File: src/rtl/am_envelope_detector_pkg.sv
// Shared definitions for the AM envelope detector slice: sample width,
// offset-binary zero code, the accumulator FSM states and small arithmetic
// helpers used by the rectifier and the optional DC-removal stage.
package am_demod_pkg;

    localparam int SAMPLE_W = 8;
    localparam logic [SAMPLE_W-1:0] ZERO_CODE = 8'h80;

    typedef enum logic {
        DISABLED = 1'b0,
        ACCUM    = 1'b1
    } accum_state_t;

    // Clamp a wide signed value into the signed 8-bit sample range.
    function automatic logic signed [SAMPLE_W-1:0] sat8(input logic signed [15:0] x);
        if (x > 16'sd127) begin
            return 8'sd127;
        end else if (x < -16'sd128) begin
            return -8'sd128;
        end else begin
            return $signed(x[SAMPLE_W-1:0]);
        end
    endfunction

    // Magnitude of a signed sample as unsigned; -128 maps to 128, which the
    // two's-complement negate produces naturally as 8'h80.
    function automatic logic [SAMPLE_W-1:0] rectify(input logic signed [SAMPLE_W-1:0] s);
        logic signed [SAMPLE_W-1:0] neg;
        neg = -s;
        return s[SAMPLE_W-1] ? $unsigned(neg) : $unsigned(s);
    endfunction

endpackage

File: src/rtl/am_envelope_detector_if.sv
// Sample-in / envelope-out stream bundle for the AM envelope detector.
// The master side produces samples and consumes results; the detector is
// the slave.
interface am_envelope_detector_if;
    import am_demod_pkg::*;

    logic                in_valid;
    logic [SAMPLE_W-1:0] in_data;
    logic                out_valid;
    logic                out_ready;
    logic [SAMPLE_W-1:0] out_data;

    modport master (
        output in_valid,
        output in_data,
        output out_ready,
        input  out_valid,
        input  out_data
    );

    modport slave (
        input  in_valid,
        input  in_data,
        input  out_ready,
        output out_valid,
        output out_data
    );

endinterface

File: src/rtl/am_envelope_detector_dc_blocker.sv
// DC-removal stage for the AM envelope detector. Tracks the running DC level
// of the centred sample as a signed 8.8 value with a 1/256 leaky integrator
// and subtracts its integer part from each sample, saturating to 8 bits.
// Only instantiated when AM_DC_BLOCK_EN is defined; adds one cycle of latency.
module am_dc_blocker
    import am_demod_pkg::*;
(
    input  logic                       main_clk,
    input  logic                       rst,
    input  logic                       in_valid,
    input  logic signed [SAMPLE_W-1:0] in_sample,
    output logic                       out_valid,
    output logic signed [SAMPLE_W-1:0] out_sample
);

    logic signed [15:0] dc;
    logic signed [16:0] dc_err;
    logic signed [16:0] dc_next;
    logic signed [15:0] corrected;

    // Error between the scaled sample and the DC estimate is computed one bit
    // wider so that the full-scale swing cannot wrap before the >>> 8.
    always_comb begin
        dc_err    = {in_sample[SAMPLE_W-1], in_sample, 8'h00} - {dc[15], dc};
        dc_next   = {dc[15], dc} + (dc_err >>> 8);
        corrected = {{8{in_sample[SAMPLE_W-1]}}, in_sample} - (dc >>> 8);
    end

    // DC estimate and corrected sample advance only on valid samples.
    always_ff @(posedge main_clk or negedge rst) begin
        if (!rst) begin
            dc         <= '0;
            out_valid  <= 1'b0;
            out_sample <= '0;
        end else begin
            out_valid <= in_valid;
            if (in_valid) begin
                dc         <= 16'(dc_next);
                out_sample <= sat8(corrected);
            end
        end
    end

endmodule

File: src/rtl/am_envelope_detector.sv
// AM envelope detector: rectifies 8-bit offset-binary samples and
// boxcar-averages them over 2^DECIM_LOG2 samples, presenting one envelope
// magnitude per block through a single-entry valid/ready output register.
// A result that arrives while the register is full and stalled is dropped
// and flagged on the sticky overflow output.
// Optional feature macro: AM_DC_BLOCK_EN inserts am_dc_blocker ahead of the
// rectifier (one extra cycle of latency).
module am_envelope_detector
    import am_demod_pkg::*;
#(
    parameter int DECIM_LOG2 = 4
)
(
    input  logic                   main_clk,
    input  logic                   rst,
    input  logic                   enable,
    input  logic                   clear_ovf,
    output logic                   overflow,
    am_envelope_detector_if.slave  stream
);

    localparam int ACC_W = SAMPLE_W + DECIM_LOG2;
    localparam logic [DECIM_LOG2-1:0] CNT_LAST = '1;

    logic signed [SAMPLE_W-1:0] centered;
    logic                       rect_in_valid;
    logic signed [SAMPLE_W-1:0] rect_in;

    logic                       mag_valid;
    logic [SAMPLE_W-1:0]        mag;

    accum_state_t               state_q;
    accum_state_t               state_d;
    logic [ACC_W-1:0]           acc_q;
    logic [ACC_W-1:0]           acc_d;
    logic [ACC_W-1:0]           acc_sum;
    logic [DECIM_LOG2-1:0]      cnt_q;
    logic [DECIM_LOG2-1:0]      cnt_d;
    logic                       result_valid;
    logic [SAMPLE_W-1:0]        block_result;

    logic                       out_valid_q;
    logic [SAMPLE_W-1:0]        out_data_q;
    logic                       overflow_q;
    logic                       consume;
    logic                       drop;

    assign centered = $signed(stream.in_data ^ ZERO_CODE);

`ifdef AM_DC_BLOCK_EN
    am_dc_blocker u_dc_blocker (
        .main_clk   (main_clk),
        .rst        (rst),
        .in_valid   (stream.in_valid),
        .in_sample  (centered),
        .out_valid  (rect_in_valid),
        .out_sample (rect_in)
    );
`else
    assign rect_in_valid = stream.in_valid;
    assign rect_in       = centered;
`endif

    // Rectifier register: magnitude of the centred sample, tagged with valid.
    always_ff @(posedge main_clk or negedge rst) begin
        if (!rst) begin
            mag_valid <= 1'b0;
            mag       <= '0;
        end else begin
            mag_valid <= rect_in_valid;
            if (rect_in_valid) begin
                mag <= rectify(rect_in);
            end
        end
    end

    // Accumulator FSM state, running sum and in-block sample count.
    always_ff @(posedge main_clk or negedge rst) begin
        if (!rst) begin
            state_q <= DISABLED;
            acc_q   <= '0;
            cnt_q   <= '0;
        end else begin
            state_q <= state_d;
            acc_q   <= acc_d;
            cnt_q   <= cnt_d;
        end
    end

    // Next-state logic: accumulate while enabled, close a block on its last
    // sample, and throw away any partial block as soon as enable drops.
    always_comb begin
        state_d      = state_q;
        acc_d        = acc_q;
        cnt_d        = cnt_q;
        result_valid = 1'b0;
        acc_sum      = acc_q + ACC_W'(mag);
        block_result = SAMPLE_W'(acc_sum >> DECIM_LOG2);

        case (state_q)
            DISABLED: begin
                acc_d = '0;
                cnt_d = '0;
                if (enable) begin
                    state_d = ACCUM;
                end
            end
            ACCUM: begin
                if (!enable) begin
                    state_d = DISABLED;
                    acc_d   = '0;
                    cnt_d   = '0;
                end else if (mag_valid) begin
                    if (cnt_q == CNT_LAST) begin
                        result_valid = 1'b1;
                        acc_d        = '0;
                        cnt_d        = '0;
                    end else begin
                        acc_d = acc_sum;
                        cnt_d = cnt_q + DECIM_LOG2'(1);
                    end
                end
            end
            default: begin
                state_d = DISABLED;
                acc_d   = '0;
                cnt_d   = '0;
            end
        endcase
    end

    assign consume = out_valid_q && stream.out_ready;
    assign drop    = result_valid && out_valid_q && !stream.out_ready;

    // Single-entry output register; a stalled entry is never overwritten, and
    // a drop outranks a simultaneous clear of the sticky overflow flag.
    always_ff @(posedge main_clk or negedge rst) begin
        if (!rst) begin
            out_valid_q <= 1'b0;
            out_data_q  <= '0;
            overflow_q  <= 1'b0;
        end else begin
            if (result_valid && (!out_valid_q || consume)) begin
                out_valid_q <= 1'b1;
                out_data_q  <= block_result;
            end else if (consume) begin
                out_valid_q <= 1'b0;
            end

            if (drop) begin
                overflow_q <= 1'b1;
            end else if (clear_ovf) begin
                overflow_q <= 1'b0;
            end
        end
    end

    assign stream.out_valid = out_valid_q;
    assign stream.out_data  = out_data_q;
    assign overflow         = overflow_q;

endmodule
File: src/flat_wrapper.sv
// flat-port wrapper written by rule: the top's interface ports become plain ports
module am_envelope_detector_flat import am_demod_pkg::*;
#(
    parameter int DECIM_LOG2 = 4
)
  (main_clk, rst, enable, clear_ovf, overflow, stream_in_valid, stream_in_data, stream_out_ready, stream_out_valid, stream_out_data);
  am_envelope_detector_if stream_i ();
  input  logic main_clk;
  input  logic rst;
  input  logic enable;
  input  logic clear_ovf;
  output logic overflow;
  input wire logic [$bits(stream_i.in_valid)-1:0] stream_in_valid;
  input wire logic [$bits(stream_i.in_data)-1:0] stream_in_data;
  input wire logic [$bits(stream_i.out_ready)-1:0] stream_out_ready;
  output wire logic [$bits(stream_i.out_valid)-1:0] stream_out_valid;
  output wire logic [$bits(stream_i.out_data)-1:0] stream_out_data;
  assign stream_i.in_valid = stream_in_valid;
  assign stream_i.in_data = stream_in_data;
  assign stream_i.out_ready = stream_out_ready;
  assign stream_out_valid = stream_i.out_valid;
  assign stream_out_data = stream_i.out_data;
  am_envelope_detector #(.DECIM_LOG2(DECIM_LOG2)) u_core (.main_clk(main_clk), .rst(rst), .enable(enable), .clear_ovf(clear_ovf), .overflow(overflow), .stream(stream_i));
endmodule
File: config.mk
export PLATFORM = sky130hd
export DESIGN_NAME = am_envelope_detector_flat
export DESIGN_NICKNAME = d
export VERILOG_FILES = /design/src/rtl/am_envelope_detector_pkg.sv /design/src/rtl/am_envelope_detector_if.sv /design/src/rtl/am_envelope_detector_dc_blocker.sv /design/src/rtl/am_envelope_detector.sv /design/src/flat_wrapper.sv
export SDC_FILE = /design/constraint.sdc
export NUM_CORES = 1
export LEC_CHECK = 0
export BUFFER_PORTS_ARGS = -buffer_cell sky130_fd_sc_hd__buf_2
export CORE_MARGIN = 2
export CORE_UTILIZATION = 50
export CTS_CLUSTER_SIZE = 28
export DETAILED_ROUTE_END_ITERATION = 6
export HOLD_SLACK_MARGIN = 0.03
export PLACE_DENSITY = 0.7
export SYNTH_ARGS = -nofsm -noshare
export SYNTH_HDL_FRONTEND = slang
export SYNTH_SLANG_ARGS = --single-unit
export TNS_END_PERCENT = 5
File: constraint.sdc
create_clock -name main_clk -period 2.4 [get_ports main_clk]
set_clock_uncertainty 0.1 [all_clocks]
set_input_delay 0.12 -clock main_clk [delete_from_list [all_inputs] [get_ports main_clk]]
set_output_delay 0.12 -clock main_clk [all_outputs]
set_load 0.03 [all_outputs]
# Word-level counts from Yosys, hierarchy flattened
# Index checks and enable logic that the tools add are counted.
[totals]
out_inout_bits = 10
rom_bits = 0
latch_bits = 0
inputBits = 14
ram_bits = 0
regBits = 36
word_cells = 42
n_memories = 0
[op_classes]
reduce_logical = 9
bitwise = 2
div = 0
n_eq_ne = 2
addsub = 3
n_mul = 0
muxes = 18
n_lt_le_gt_ge = 0
n_shift = 0
[op_table]
columns = ["cell", "n"]
rows = [
  ["12-bit 2-to-1 mux", 3],
  ["12-bit case mux with 2 select lines", 1],
  ["12-bit by 8-bit adder with 12-bit output", 1],
  ["4-bit 2-to-1 mux", 3],
  ["1-bit 2-to-1 mux", 9],
  ["8-bit 2-to-1 mux", 1],
  ["8-bit negation", 1],
  ["4-bit case mux with 2 select lines", 1],
  ["4-bit by 1-bit adder with 4-bit output (second input constant)", 1],
  ["4-bit == test (second input constant)", 1],
  ["1-bit logical AND", 4],
  ["2-bit nonzero test", 2],
  ["3-bit by 2-bit inequality test with 1-bit output (second input constant)", 1],
  ["1-bit zero test", 2],
  ["1-bit inverter", 2],
  ["1-bit logical OR", 1],
]

# Logic depth before layout (Yosys ltp)
# Gate-level depths: netlist of run 1.
[depth]
ltp_word = 8
depth_mapped = 8
depth_no_buf = 8

# Worst setup path after synthesis of run 1
# No wires, ideal clock.
[synth_timing]
path_type = "reg-to-reg"
from = "reg u_core.acc_q[0]"
to = "reg u_core.acc_q[10]"
path_slack_ns = 0.382
period_less_slack_ns = 2.018
t_arrival_ns = 1.835
path_stages_with_launch = 9
path_cell_list = "dfrtp_1 ha_1 inv_1 fa_1 nand2b_1 a21oi_1 o21ai_0 or3_1 o21ai_0"
[synth_between]
elab_chain_len = 5
[synth_rtl]
columns = ["item", "line_no", "text"]
rows = [
  ["from (decl)", "am_envelope_detector.sv:34", "logic [ACC_W-1:0] acc_q;"],
  ["from (signal assigned)", "am_envelope_detector.sv:81", "acc_q <= '0;"],
  ["from (signal assigned)", "am_envelope_detector.sv:85", "acc_q <= acc_d;"],
  ["12-bit by 8-bit adder with 12-bit output", "am_envelope_detector.sv:97", "acc_sum = acc_q + ACC_W'(mag);"],
  ["12-bit 2-to-1 mux", "am_envelope_detector.sv:114", "if (cnt_q == CNT_LAST) begin"],
  ["12-bit 2-to-1 mux", "am_envelope_detector.sv:113", "end else if (mag_valid) begin"],
  ["12-bit 2-to-1 mux", "am_envelope_detector.sv:109", "if (!enable) begin"],
  ["12-bit case mux with 2 select lines", "am_envelope_detector.sv:100", "case (state_q)"],
]
# No other way between the ends. The select of a mux whose other input is x is not followed.
# A chain may end at the register's enable or synchronous reset.

# Worst setup path in the final report of run 1
# Ends and elaborated chain as after synthesis.

==> impl_results.md, run 1 <==
* Pwr dens at 582 nW/um2
* Most common cell in the netlist: dfrtp_1
* Slowest cell on crit path: fa_1
* Fmax at ~460 MHz
* Hold EP: u_core.mag[5]$_DFFE_PN0P_
* Final setup TNS at 0 ns
* Most common flop cell mapped by yosys: dfrtp_1
* Async set-reset flop share out of synthesis at between 90% and 100%
* Max VDD drop at 0.488 mV
* Crit path top cell by count: o21ai_0
* WP data required at approximately 2.5 ns
* Post-CTS Setup Inserts at 0
* Crit-path cells: ha_1 -> inv_1 -> fa_1 -> nand2b_1 -> a21oi_2 -> o21ai_0 -> or3_1 -> o21ai_0
* Max-slew violation count at 0
* Die area at around 4400 um2
* Clock sink count at 36
* Placeable Area at around 3700 um2
* Starting DRT DRC Count at between 40 and 50
* Maxcap violations at 0
* Leakage at around 1.1 nW
* Initial core utilization at 52.2%
* Worst Hold Launch: stream_in_data[5]
* Inserted Diodes at 0
* Yosys reg bits at 36
* Crit-path max FO at 3
* CP max stage delay at between 0.3 and 0.4 ns
* Placed Cells incl. Taps at about 260
* Synthesized instance count at 196
* Mapped cell area at slightly below 2000 um2
* Avg Cell Area, Syn at slightly below 10 um2
* RR Startpoint: u_core.acc_q[0]$_DFFE_PN0P_
* Routed length per instance at around 13 um
* Skew-Pair Late Insertion Delay at 0.29 ns
* Gpl congestion at between 0.8 and 0.9
* Non-Filler Instances at 276
* DIE HEIGHT at about 66 um
* First-pass DRT Iterations at 4
* Routed wire length at between 3 and 4 mm
* Chip Width at roughly 66 um
* Post-synth EDFFs at 0
* CP Capture Type: flip-flop
* Vias at 1,453
* Post-DR vias/cell at about 5.3
* Initial antenna violation count at 0
* Worst-margin pin slew at roughly 0.78 ns
* Fin crit period at approximately 2.2 ns
* Largest net degree at the start of global routing at 37
* WS Path Type: flip-flop to flip-flop
* Setup violators final at 0
* Outcome: completed
* Worst Hold Depth at 3
* Final hold violations at 0
* Tcrit/Tclk final at 90.2%
* Commonest cells post-synth: dfrtp_1, a21oi_1, nand2_1
* Reg-to-Reg End: u_core.acc_q[10]$_DFFE_PN0P_
* Layout overhead on the synthesized area at 16.7%
* Post-synth top area share at 46.8%
* # DRC at 0
* Hold WS at approximately 0.048 ns
* Reg2Reg Setup Slack at 0.24 ns
* IO Count at 24
* Synth top area cells: dfrtp_1, ha_1, xnor2_1
* CTS Root Cell: clkbuf_8
* Unrepaired setup endpoints after global routing: false
* Crit start category: flip-flop
* Post-DRT Antenna Nets at 0
* GRT Resource Usage Total at between 10% and 20%
* Overflow left after global routing at 0
* Synth area leader: dfrtp_1
* Sequential area share after synthesis at between 40 and 50%
* Synth Net Count at approximately 220
* CTS tree: yes
* Final net count at around 250
* Max-slew headroom at between 40% and 50%
* First-pass GRT wire length at between 6 and 7 mm
* Crit path DAT at around 2.3 ns
* Worst hold path type: input port to flip-flop
* Yosys warnings at 0
* H-tree depth at 2
* Reg2reg path depth at 8
* Row count at 22
* Layout cells sized above 1 at 17.1%
* Final HPWL DP at ~2.6 mm
* CTS buffer count at 5
* PortBufs at 23
* Clock-pin transition on the worst setup and hold timing paths at about 0.07 ns
* Yosys cell types at 37
* Vias in the first global route at around 1,400
* Max Buffers Root-to-Sink at 2
metal layers:
metal,GRT usage [%],vias up,share of wire (%)
met5,0,-,0
met4,6.89,0,1.2
met3,4.60,7,3.3
met2,31.8,21,50
met1,24.4,675,45
li1,-,750,-
through the flow:
| stage | cell area [um2] | total power (W) | setup slack [ns] | utilization [%] |
|---|---|---|---|---|
| floorplan | 1930 | 0.000796 | 0.382 | - |
| global placement | 2080 | 0.000851 | 0.245 | 56.3 |
| detailed placement | 2080 | 0.000854 | 0.176 | 56.3 |
| CTS | 2240 | 0.00132 | 0.158 | 60.9 |
| global route | 2250 | 0.00138 | 0.0374 | 61.0 |
| finish | 2250 | 0.00131 | 0.236 | 61.0 |
cell usage in the layout, fill, tap and decap left out, types with 3 or more instances in the layout:
cell,count
ha_1,10
clkbuf_8,7
a21oi_1,17
nor3_1,4
inv_1,10
nand2b_1,4
o21ai_0,16
nand2_1,18
dlygate4sd3_1,7
a22o_1,5
mux2_2,3
xor2_1,4
nand3_1,4
buf_2,23
nor2_1,17
dfrtp_1,36
or3_1,5
xnor2_1,11
repair_timing:
item                                    in CTS  in global routing
resized for setup                            0                  1
endpoints found under the setup margin       0                  2
hold buffers                                 7                  0
hold endpoints to repair                    42                  0
registers in the layout, summed over array words and instances, names as in the netlist:
register / cells
u_core.acc_q: 12
u_core.stream.out_valid: 1
u_core.cnt_q: 4
u_core.overflow: 1
u_core.stream.out_data: 8
u_core.mag_valid: 1
u_core.mag: 8
u_core.state_q: 1
report_power, final:
group | internal, W | switching [W] | total, W
combinational | 0.0000890 | 0.000112 | 0.000201
clock | 0.000255 | 0.000203 | 0.000458
sequential | 0.000632 | 0.0000181 | 0.000650
total | 0.000977 | 0.000333 | 0.00131
cell families after synthesis:
group / after synthesis / share of synthesized area (%)
flops: 36 / 46.8
compound gates: 49 / 15.1
xor+xnor: 15 / 6.82
buf+inv: 16 / 3.57
fa+ha+maj: 11 / 7.53
simple gates: 62 / 16.3
mux: 7 / 3.96
critical path, delay by kind of cell (launching register included):
kind | cells | cell delay, ns
compound gates | 3 | 0.45
fa+ha+maj | 2 | 0.56
buf+inv | 1 | 0.06
flops | 1 | 0.35
simple gates | 2 | 0.58
area by class of cell:
class | count | area [um2]
clock buffer | 7 | 96.3
fill | 329 | 1440
inverter | 10 | 37.5
multi-input combinational | 144 | 961
sequential | 36 | 901
tap | 48 | 60.1
timing repair buffer | 31 | 193
worst max path at each step:
stage / start / to / slack, ns / cells after the start
after CTS: u_core.acc_q[0]$_DFFE_PN0P_ / u_core.acc_q[8]$_DFFE_PN0P_ / 0.16 / 8
after global routing: u_core.acc_q[0]$_DFFE_PN0P_ / u_core.acc_q[8]$_DFFE_PN0P_ / 0.04 / 8
after global placement: u_core.acc_q[0]$_DFFE_PN0P_ / u_core.acc_q[10]$_DFFE_PN0P_ / 0.25 / 8
after floorplan: u_core.acc_q[0]$_DFFE_PN0P_ / u_core.acc_q[10]$_DFFE_PN0P_ / 0.38 / 8
final: u_core.acc_q[0]$_DFFE_PN0P_ / u_core.acc_q[10]$_DFFE_PN0P_ / 0.24 / 8
after detailed placement: u_core.acc_q[0]$_DFFE_PN0P_ / u_core.acc_q[8]$_DFFE_PN0P_ / 0.18 / 8
Power figures use the tool's default switching activity.
==> run 2, diff against run 1 <==
CELL_PAD_IN_SITES_DETAIL_PLACEMENT = 1   (was unset)
CELL_PAD_IN_SITES_GLOBAL_PLACEMENT = 1   (was unset)
CORE_UTILIZATION = 44   (was 50)
PLACE_DENSITY = unset   (was 0.7)
PLACE_DENSITY_LB_ADDON = 0.1   (was unset)
RECOVER_POWER = 25   (was unset)
==> run 2 against run 1 <==
  * Worst setup slack got worse by 0.032 ns
  * Non-clock buffer count fell by 1
  * Fmax fell by 1.4%
  * First-iteration DRC count fell by 20%
  * Critical path type unchanged
  * Power fell by 2.8%
  * Critical path depth did not move
  * Register-to-register slack got worse by 0.03 ns
  * Die area rose by 13%
  * Clock-buffer cell count fell by 1
==> impl_results.md, run 2 (synthesis gave the netlist of run 1 again) <==
* Outcome: completed (unchanged)
* Post-DRT Antenna Nets at 0 (unchanged)
* H-tree depth at 2 (unchanged)
* CP max stage delay at 0.39 ns (was 0.38 ns)
* Initial core utilization at 44.9% (was 52.2%)
* Non-Filler Instances at 279 (was 276)
* Final net count at 252 (was 253)
* CTS tree: yes (unchanged)
* CP Capture Type: flip-flop (unchanged)
* Pwr dens at 576 nW/um2 (was 582 nW/um2)
* WP buf/inv at 1 (unchanged)
* Crit-path cells: ha_1 -> inv_1 -> fa_1 -> nand2b_1 -> a21oi_2 -> o21ai_0 -> or3_1 -> o21ai_0 (unchanged)
* Switching share of power at 27.9% (was 25.4%)
* Final setup TNS at 0 ns (unchanged)
* Initial antenna violation count at 0 (unchanged)
* Internal at 0.000918 W (was 0.000977 W)
* DIE HEIGHT at 70.2 um (was 66.1 um)
* Fin crit period at 2.20 ns (was 2.16 ns)
* Largest net degree at the start of global routing at 37 (unchanged)
* Starting DRT DRC Count at 37 (was 46)
* DP Worst Slack at 0.0542 ns (was 0.176 ns)
* Vias in the first global route at 1,694 (was 1,431)
* Clock-pin transition on the worst setup and hold timing paths at 0.07 ns (about the same)
* Maxcap violations at 0 (unchanged)
* Gpl congestion at 0.850 (was 0.857)
* WS Path Type: flip-flop to flip-flop (unchanged)
* GRT Resource Usage Total at 20.6% (was 19.2%)
* Post-DR vias/cell at 5.51 (was 5.26)
* Max-slew violation count at 0 (unchanged)
* Final setup margin at 0.204 ns (was 0.236 ns)
* Placeable Area at 4290 um2 (was 3690 um2)
* Crit-path leading delay family: simple AND/OR/NAND/NOR gates (unchanged)
* Crit start category: flip-flop (unchanged)
* Row count at 24 (was 22)
* Routed wire length at 4.43 mm (was 3.57 mm)
* Setup violators final at 0 (unchanged)
* Layout overhead on the synthesized area at 14.5% (was 16.7%)
* Max Buffers Root-to-Sink at 2 (unchanged)
* Tcrit/Tclk final at 91.5% (was 90.2%)
* Skew-Pair Late Insertion Delay at 0.30 ns (was 0.29 ns)
* First-pass GRT wire length at 7.98 mm (was 6.38 mm)
* Crit path DAT at 2.32 ns (was 2.28 ns)
* Max-slew headroom at 40.9% (was 48.2%)
* PortBufs at 23 (unchanged)
* Post-CTS Setup Inserts at 0 (unchanged)
* Sequential power share at 51.2% (was 49.7%)
* Max FFs per register at 12 (unchanged)
* Slowest cell on crit path: fa_1 (unchanged)
* CTS buffer count at 5 (unchanged)
* Overflow left after global routing at 0 (unchanged)
* Final hold violations at 0 (unchanged)
* WP data required at 2.52 ns (was 2.51 ns)
* Worst-margin pin slew at 0.887 ns (was 0.777 ns)
* Commonest non-fill, non-tap cell in the layout: dfrtp_1 (unchanged)
* Placed Cells incl. Taps at 267 (was 262)
* First-pass DRT Iterations at 4 (unchanged)
* Max VDD drop at 0.249 mV (was 0.488 mV)
* Crit path top cell by count: o21ai_0 (unchanged)
* Unrepaired setup endpoints after global routing: false (unchanged)
* Layout cells sized above 1 at 11.9% (was 17.1%)
* Highest-count cells in the layout ignoring fill and taps: dfrtp_1, nand2_1, nor2_1, a21oi_1, o21ai_0 (was dfrtp_1, buf_2, nand2_1)
* Clock sink count at 36 (unchanged)
* Die area at 4920 um2 (was 4370 um2)
* Chip Width at 70.2 um (was 66.1 um)
* Vias at 1,536 (was 1,453)
* Crit-path max FO at 3 (unchanged)
* NetSw at 0.000354 W (was 0.000333 W)
* Filler cells at 523 (was 329)
* Worst hold path type: input port to flip-flop (unchanged)
* Final HPWL DP at 3.35 mm (was 2.59 mm)
* # DRC at 0 (unchanged)
* Top reg by flops: u_core.acc_q (unchanged)
* Combinational fraction of design power at 16.4% (was 15.3%)
* Routed length per instance at 15.9 um (was 12.9 um)
* Fmax at 455 MHz (was 462 MHz)
* IO Count at 24 (unchanged)
* CTS Root Cell: clkbuf_8 (unchanged)
* Clk pwr share at 32.3% (was 35.0%)
* Leakage at 0.997 nW (was 1.06 nW)
* Inserted Diodes at 0 (unchanged)
run 2: cell count changes in the layout (fill, tap and decap cells not counted):
cell           previous run  this run
clkbuf_8                  7         5
clkinv_2                  0         1
clkbuf_1                  0        13
buf_4                     1         2
o21ai_0                  16        15
dlygate4sd3_1             7         5
buf_2                    23        10
o21ai_1                   1         2
clkbuf_2                  0         1
run 2: power groups by stage:
stage / combinational [W] / clock, W / sequential (W)
floorplan: 0.000139 / 0 / 0.000656
global placement: 0.000194 / 0 / 0.000661
detailed placement: 0.000205 / 0 / 0.000663
CTS: 0.000212 / 0.000419 / 0.000652
global route: 0.000241 / 0.000443 / 0.000655
finish: 0.000209 / 0.000411 / 0.000652
run 2: worst paths after layout:
| path | slack (ns) | end | from | depth (start not counted) |
|---|---|---|---|---|
| max | 0.20 | u_core.acc_q[10]$_DFFE_PN0P_ | u_core.mag[0]$_DFFE_PN0P_ | 8 |
| min | 0.03 | u_core.stream.out_valid$_DFFE_PN0P_ | stream_out_ready | 3 |
| max in group asynchronous | 1.27 | u_core.mag_valid$_DFF_PN0_ | rst | 2 |
| min reg2reg | 0.39 | u_core.stream.out_data[7]$_DFFE_PN0P_ | u_core.stream.out_data[7]$_DFFE_PN0P_ | 2 |
| max reg2reg | 0.20 | u_core.acc_q[10]$_DFFE_PN0P_ | u_core.mag[0]$_DFFE_PN0P_ | 8 |
| min in group asynchronous | 0.36 | u_core.cnt_q[2]$_DFFE_PN0P_ | rst | 2 |
run 2: tightest hold or removal path, delay by kind of cell:
family        cells  cell delay (ns)
buf+inv           1             0.08
simple gates      2             0.19
run 2: layer usage:
layer | up-vias | GRT usage (%) | wire length (um)
met5 | - | 0 | 0
met4 | 0 | 5.13 | 66
met3 | 7 | 5.63 | 143
met2 | 27 | 36.3 | 2270
met1 | 762 | 25.0 | 1950
li1 | 740 | - | -
run 2: repair_timing:
item	4_1_cts	5_1_grt
hold buffers	5	0
endpoints found under the setup margin	0	2
resized for setup	0	2
hold endpoints to repair	40	0
run 2: per-stage QoR:
stage	util, %	hold slack, ns	total power (W)	instance area (um2)
after global placement	48.7	0.141	0.000855	2090
after detailed placement	48.7	0.158	0.000868	2090
after global routing	51.4	0.0394	0.00134	2210
after CTS	51.7	0.0351	0.00128	2220
after floorplan	-	-0.276	0.000796	1930
final	51.4	0.0295	0.00127	2210
run 2: area by class of cell:
| cell class | instances | area (um2) | area share (%) |
|---|---|---|---|
| clock buffer | 6 | 72.6 | 3.29 |
| clock inverter | 1 | 5.00 | 0.227 |
| tap | 52 | 65.1 | 2.95 |
| timing repair buffer | 30 | 165 | 7.48 |
| multi-input combinational | 144 | 961 | 43.5 |
| inverter | 10 | 37.5 | 1.70 |
| sequential | 36 | 901 | 40.8 |
==> run 3, diff against run 2 <==
ABC_AREA = 1   (was unset)
CORE_UTILIZATION = 43   (was 44)
==> run 3 against run 2 <==
  * Fmax up 19%
  * Largest power group unchanged
  * Non-clock buffer count rose by 1
  * Sequential power fell by 1%
  * Power rose by 7.1%
  * Sequential cell count did not move
  * Worst setup slack improved by 0.35 ns
==> impl_results.md, run 3 <==
* Outcome: completed (unchanged)
* Slowest cell on crit path: dlygate4sd3_1 (was fa_1)
* Crit path DAT at 1.97 ns (was 2.32 ns)
* Commonest cells post-synth: nand2_1, dfrtp_1, inv_1 (was dfrtp_1, a21oi_1, nand2_1)
* CTS buffer count at 5 (unchanged)
* Top reg by flops: u_core.acc_q (unchanged)
* Max-slew headroom at 39.8% (was 40.9%)
* Inserted Diodes at 0 (unchanged)
* Final HPWL DP at 3.76 mm (was 3.35 mm)
* CP max stage delay at 0.58 ns (was 0.39 ns)
* Final hold violations at 0 (unchanged)
* CP Capture Type: flip-flop (unchanged)
* Placed Cells incl. Taps at 358 (was 267)
* Synth top area cells: dfrtp_1, nand2_1, nand3_1 (was dfrtp_1, ha_1, xnor2_1)
* Cts repair resizes at 0 (unchanged)
* Async set-reset flop share out of synthesis at 100% (unchanged)
* GRT Resource Usage Total at 20.1% (was 20.6%)
* Chip Width at 73.9 um (was 70.2 um)
* Placeable Area at 4720 um2 (was 4290 um2)
* Clock sink count at 36 (unchanged)
* # DRC at 0 (unchanged)
* Initial antenna violation count at 0 (unchanged)
* Max Buffers Root-to-Sink at 2 (unchanged)
* Clock-pin transition on the worst setup and hold timing paths at 0.08 ns (was 0.07 ns)
* Overflow left after global routing at 0 (unchanged)
* First-pass GRT wire length at 8.26 mm (was 7.98 mm)
* Gpl congestion at 0.814 (was 0.850)
* Max VDD drop at 0.362 mV (was 0.249 mV)
* Sequential area share after synthesis at 42.9% (was 46.8%)
* Crit start category: flip-flop (unchanged)
* H-tree depth at 2 (unchanged)
* Avg Cell Area, Syn at 7.81 um2 (was 9.83 um2)
* Post-CTS Setup Inserts at 0 (unchanged)
* CTS Root Cell: clkbuf_8 (unchanged)
* Tcrit/Tclk final at 77.0% (was 91.5%)
* Unrepaired setup endpoints after global routing: false (unchanged)
* Routed length per instance at 13.1 um (was 15.9 um)
* Fin crit period at 1.85 ns (was 2.20 ns)
* Post-synth EDFFs at 0 (unchanged)
* Final setup TNS at 0 ns (unchanged)
* Die area at 5460 um2 (was 4920 um2)
* Most common cell in the netlist: nand2_1 (was dfrtp_1)
* Skew-Pair Late Insertion Delay at 0.29 ns (was 0.30 ns)
* PortBufs at 23 (unchanged)
* Layout overhead on the synthesized area at 17.6% (was 14.5%)
* Final net count at 331 (was 252)
* Layout cells sized above 1 at 11.7% (was 11.9%)
* CTS tree: yes (unchanged)
* Worst hold path type: input port to flip-flop (unchanged)
* Leakage at 1.29 nW (was 0.997 nW)
* First-pass DRT Iterations at 4 (unchanged)
* Vias in the first global route at 1,818 (was 1,694)
* Commonest non-fill, non-tap cell in the layout: nand2_1 (was dfrtp_1)
* Most common flop cell mapped by yosys: dfrtp_1 (unchanged)
* Yosys warnings at 0 (unchanged)
* Fmax at 541 MHz (was 455 MHz)
* WP data required at 2.52 ns (about the same)
* Max-slew violation count at 0 (unchanged)
* Post-synth top area share at 42.9% (was 46.8%)
* Post-DRT Antenna Nets at 0 (unchanged)
* Post-DR vias/cell at 4.89 (was 5.51)
* Max FFs per register at 12 (unchanged)
* WS Path Type: flip-flop to flip-flop (unchanged)
* Crit-path cells: ha_1 -> nand3_1 -> clkinv_2 -> nand2_4 -> o32ai_1 -> dlygate4sd3_1 (was ha_1 -> inv_1 -> fa_1 -> nand2b_1 -> a21oi_2 -> o21ai_0 -> or3_1 -> o21ai_0)
* DIE HEIGHT at 73.9 um (was 70.2 um)
* Routed wire length at 4.90 mm (was 4.43 mm)
* Worst-margin pin slew at 0.903 ns (was 0.887 ns)
* Crit-path max FO at 4 (was 3)
* Row count at 25 (was 24)
* Maxcap violations at 0 (unchanged)
* Vias at 1,827 (was 1,536)
* Yosys reg bits at 36 (unchanged)
* Mapped cell area at 2100 um2 (was 1930 um2)
* Starting DRT DRC Count at 47 (was 37)
* Synth Net Count at 294 (was 221)
* Synth area leader: dfrtp_1 (unchanged)
* Non-Filler Instances at 374 (was 279)
* Synthesized instance count at 269 (was 196)
* Yosys cell types at 33 (was 37)
* Filler cells at 617 (was 523)
* IO Count at 24 (unchanged)
* Setup violators final at 0 (unchanged)
* Pwr dens at 551 nW/um2 (was 576 nW/um2)
* Largest net degree at the start of global routing at 37 (unchanged)
* Highest-count cells in the layout ignoring fill and taps: nand2_1, dfrtp_1, inv_1 (was dfrtp_1, nand2_1, nor2_1, a21oi_1, o21ai_0)
* Initial core utilization at 44.5% (was 44.9%)
## run 3: changes by cell type after synthesis, moves of 4 or more
cell      delta
nand2_1     +76
a22o_1       -4
inv_1       +19
a21oi_1     -17
o21ai_0      -7
nand3_1     +22
xnor2_1     -10
o21ai_1      +5
or3_1        -5
nor3_1       -4
nand2b_1     -4
clkbuf_1     -4
nor2_2       +4
## run 3: cell families (layout without fill, tap and decap cells)
kind of cell	count (synthesis)	after routing	synth area share [%]
AOI/OAI and AO/OA	24	24	6.79
adders and majority gates	11	11	6.90
buffers and inverters	35	73	6.37
DFF	36	36	42.9
xor gates and xnor gates	8	8	3.33
and+or+nand+nor	155	155	33.7
## run 3: area by class of cell
type | instances | area [um2] | share of cell area [%]
multi-input combinational | 198 | 1070 | 43.2
inverter | 34 | 129 | 5.21
clock buffer | 5 | 68.8 | 2.78
clock inverter | 3 | 42.5 | 1.72
sequential | 36 | 901 | 36.4
timing repair buffer | 31 | 180 | 7.29
tap | 67 | 83.8 | 3.39
## run 3: final timing paths
path,from,to,slack [ns],depth (start not counted)
max,u_core.cnt_q[0]$_DFFE_PN0P_,u_core.overflow$_DFFE_PN0P_,0.55,6
min in group asynchronous,rst,u_core.mag[3]$_DFFE_PN0P_,0.39,2
min reg2reg,u_core.stream.out_data[3]$_DFFE_PN0P_,u_core.stream.out_data[3]$_DFFE_PN0P_,0.38,2
min,stream_in_data[5],u_core.mag[7]$_DFFE_PN0P_,0.05,4
max in group asynchronous,rst,u_core.stream.out_data[2]$_DFFE_PN0P_,1.25,2
max reg2reg,u_core.cnt_q[0]$_DFFE_PN0P_,u_core.overflow$_DFFE_PN0P_,0.55,6
## run 3: timing repair
item | in CTS | in global routing
endpoints found under the hold margin | 42 | 0
hold buffers | 8 | 0
setup endpoints to repair | 0 | 0
## run 3: routing by layer
metal / wire length, um / share of wire [%] / vias to the layer above / track usage [%]
li1: - / - / 931 / -
met3: 95 / 1.9 / 4 / 4.12
met1: 2360 / 48 / 876 / 25.9
met4: 36 / 0.73 / 0 / 4.85
met2: 2410 / 49 / 16 / 34.4
met5: 0 / 0 / - / 0
## run 3: worst max-delay path, delay by kind of cell, from the launching register on
| family | cells | cell delay [ns] |
|---|---|---|
| buffers and inverters | 2 | 0.70 |
| DFF | 1 | 0.40 |
| AOI/OAI and AO/OA | 1 | 0.21 |
| adders and majority gates | 1 | 0.20 |
| and+or+nand+nor | 2 | 0.18 |
## run 3: where the power goes
| group | internal (W) | total [W] | switching [W] |
|---|---|---|---|
| registers | 0.000629 | 0.000643 | 0.0000146 |
| logic | 0.0000652 | 0.000184 | 0.000118 |
| clock network | 0.000307 | 0.000536 | 0.000229 |
| total | 0.00100 | 0.00136 | 0.000362 |
## run 3: stage by stage
| step | util (%) | power [W] | setup WS (ns) | area, um2 | hold slack (ns) |
|---|---|---|---|---|---|
| 3_3_place_gp | 48.6 | 0.000829 | 0.643 | 2300 | 0.146 |
| 6_report | 52.3 | 0.00136 | 0.552 | 2470 | 0.0484 |
| 3_5_place_dp | 48.6 | 0.000833 | 0.612 | 2300 | 0.145 |
| 2_1_floorplan | - | 0.000768 | 0.740 | 2100 | -0.276 |
| 4_1_cts | 52.7 | 0.00138 | 0.536 | 2490 | 0.0527 |
| 5_1_grt | 52.3 | 0.00143 | 0.388 | 2470 | 0.0734 |
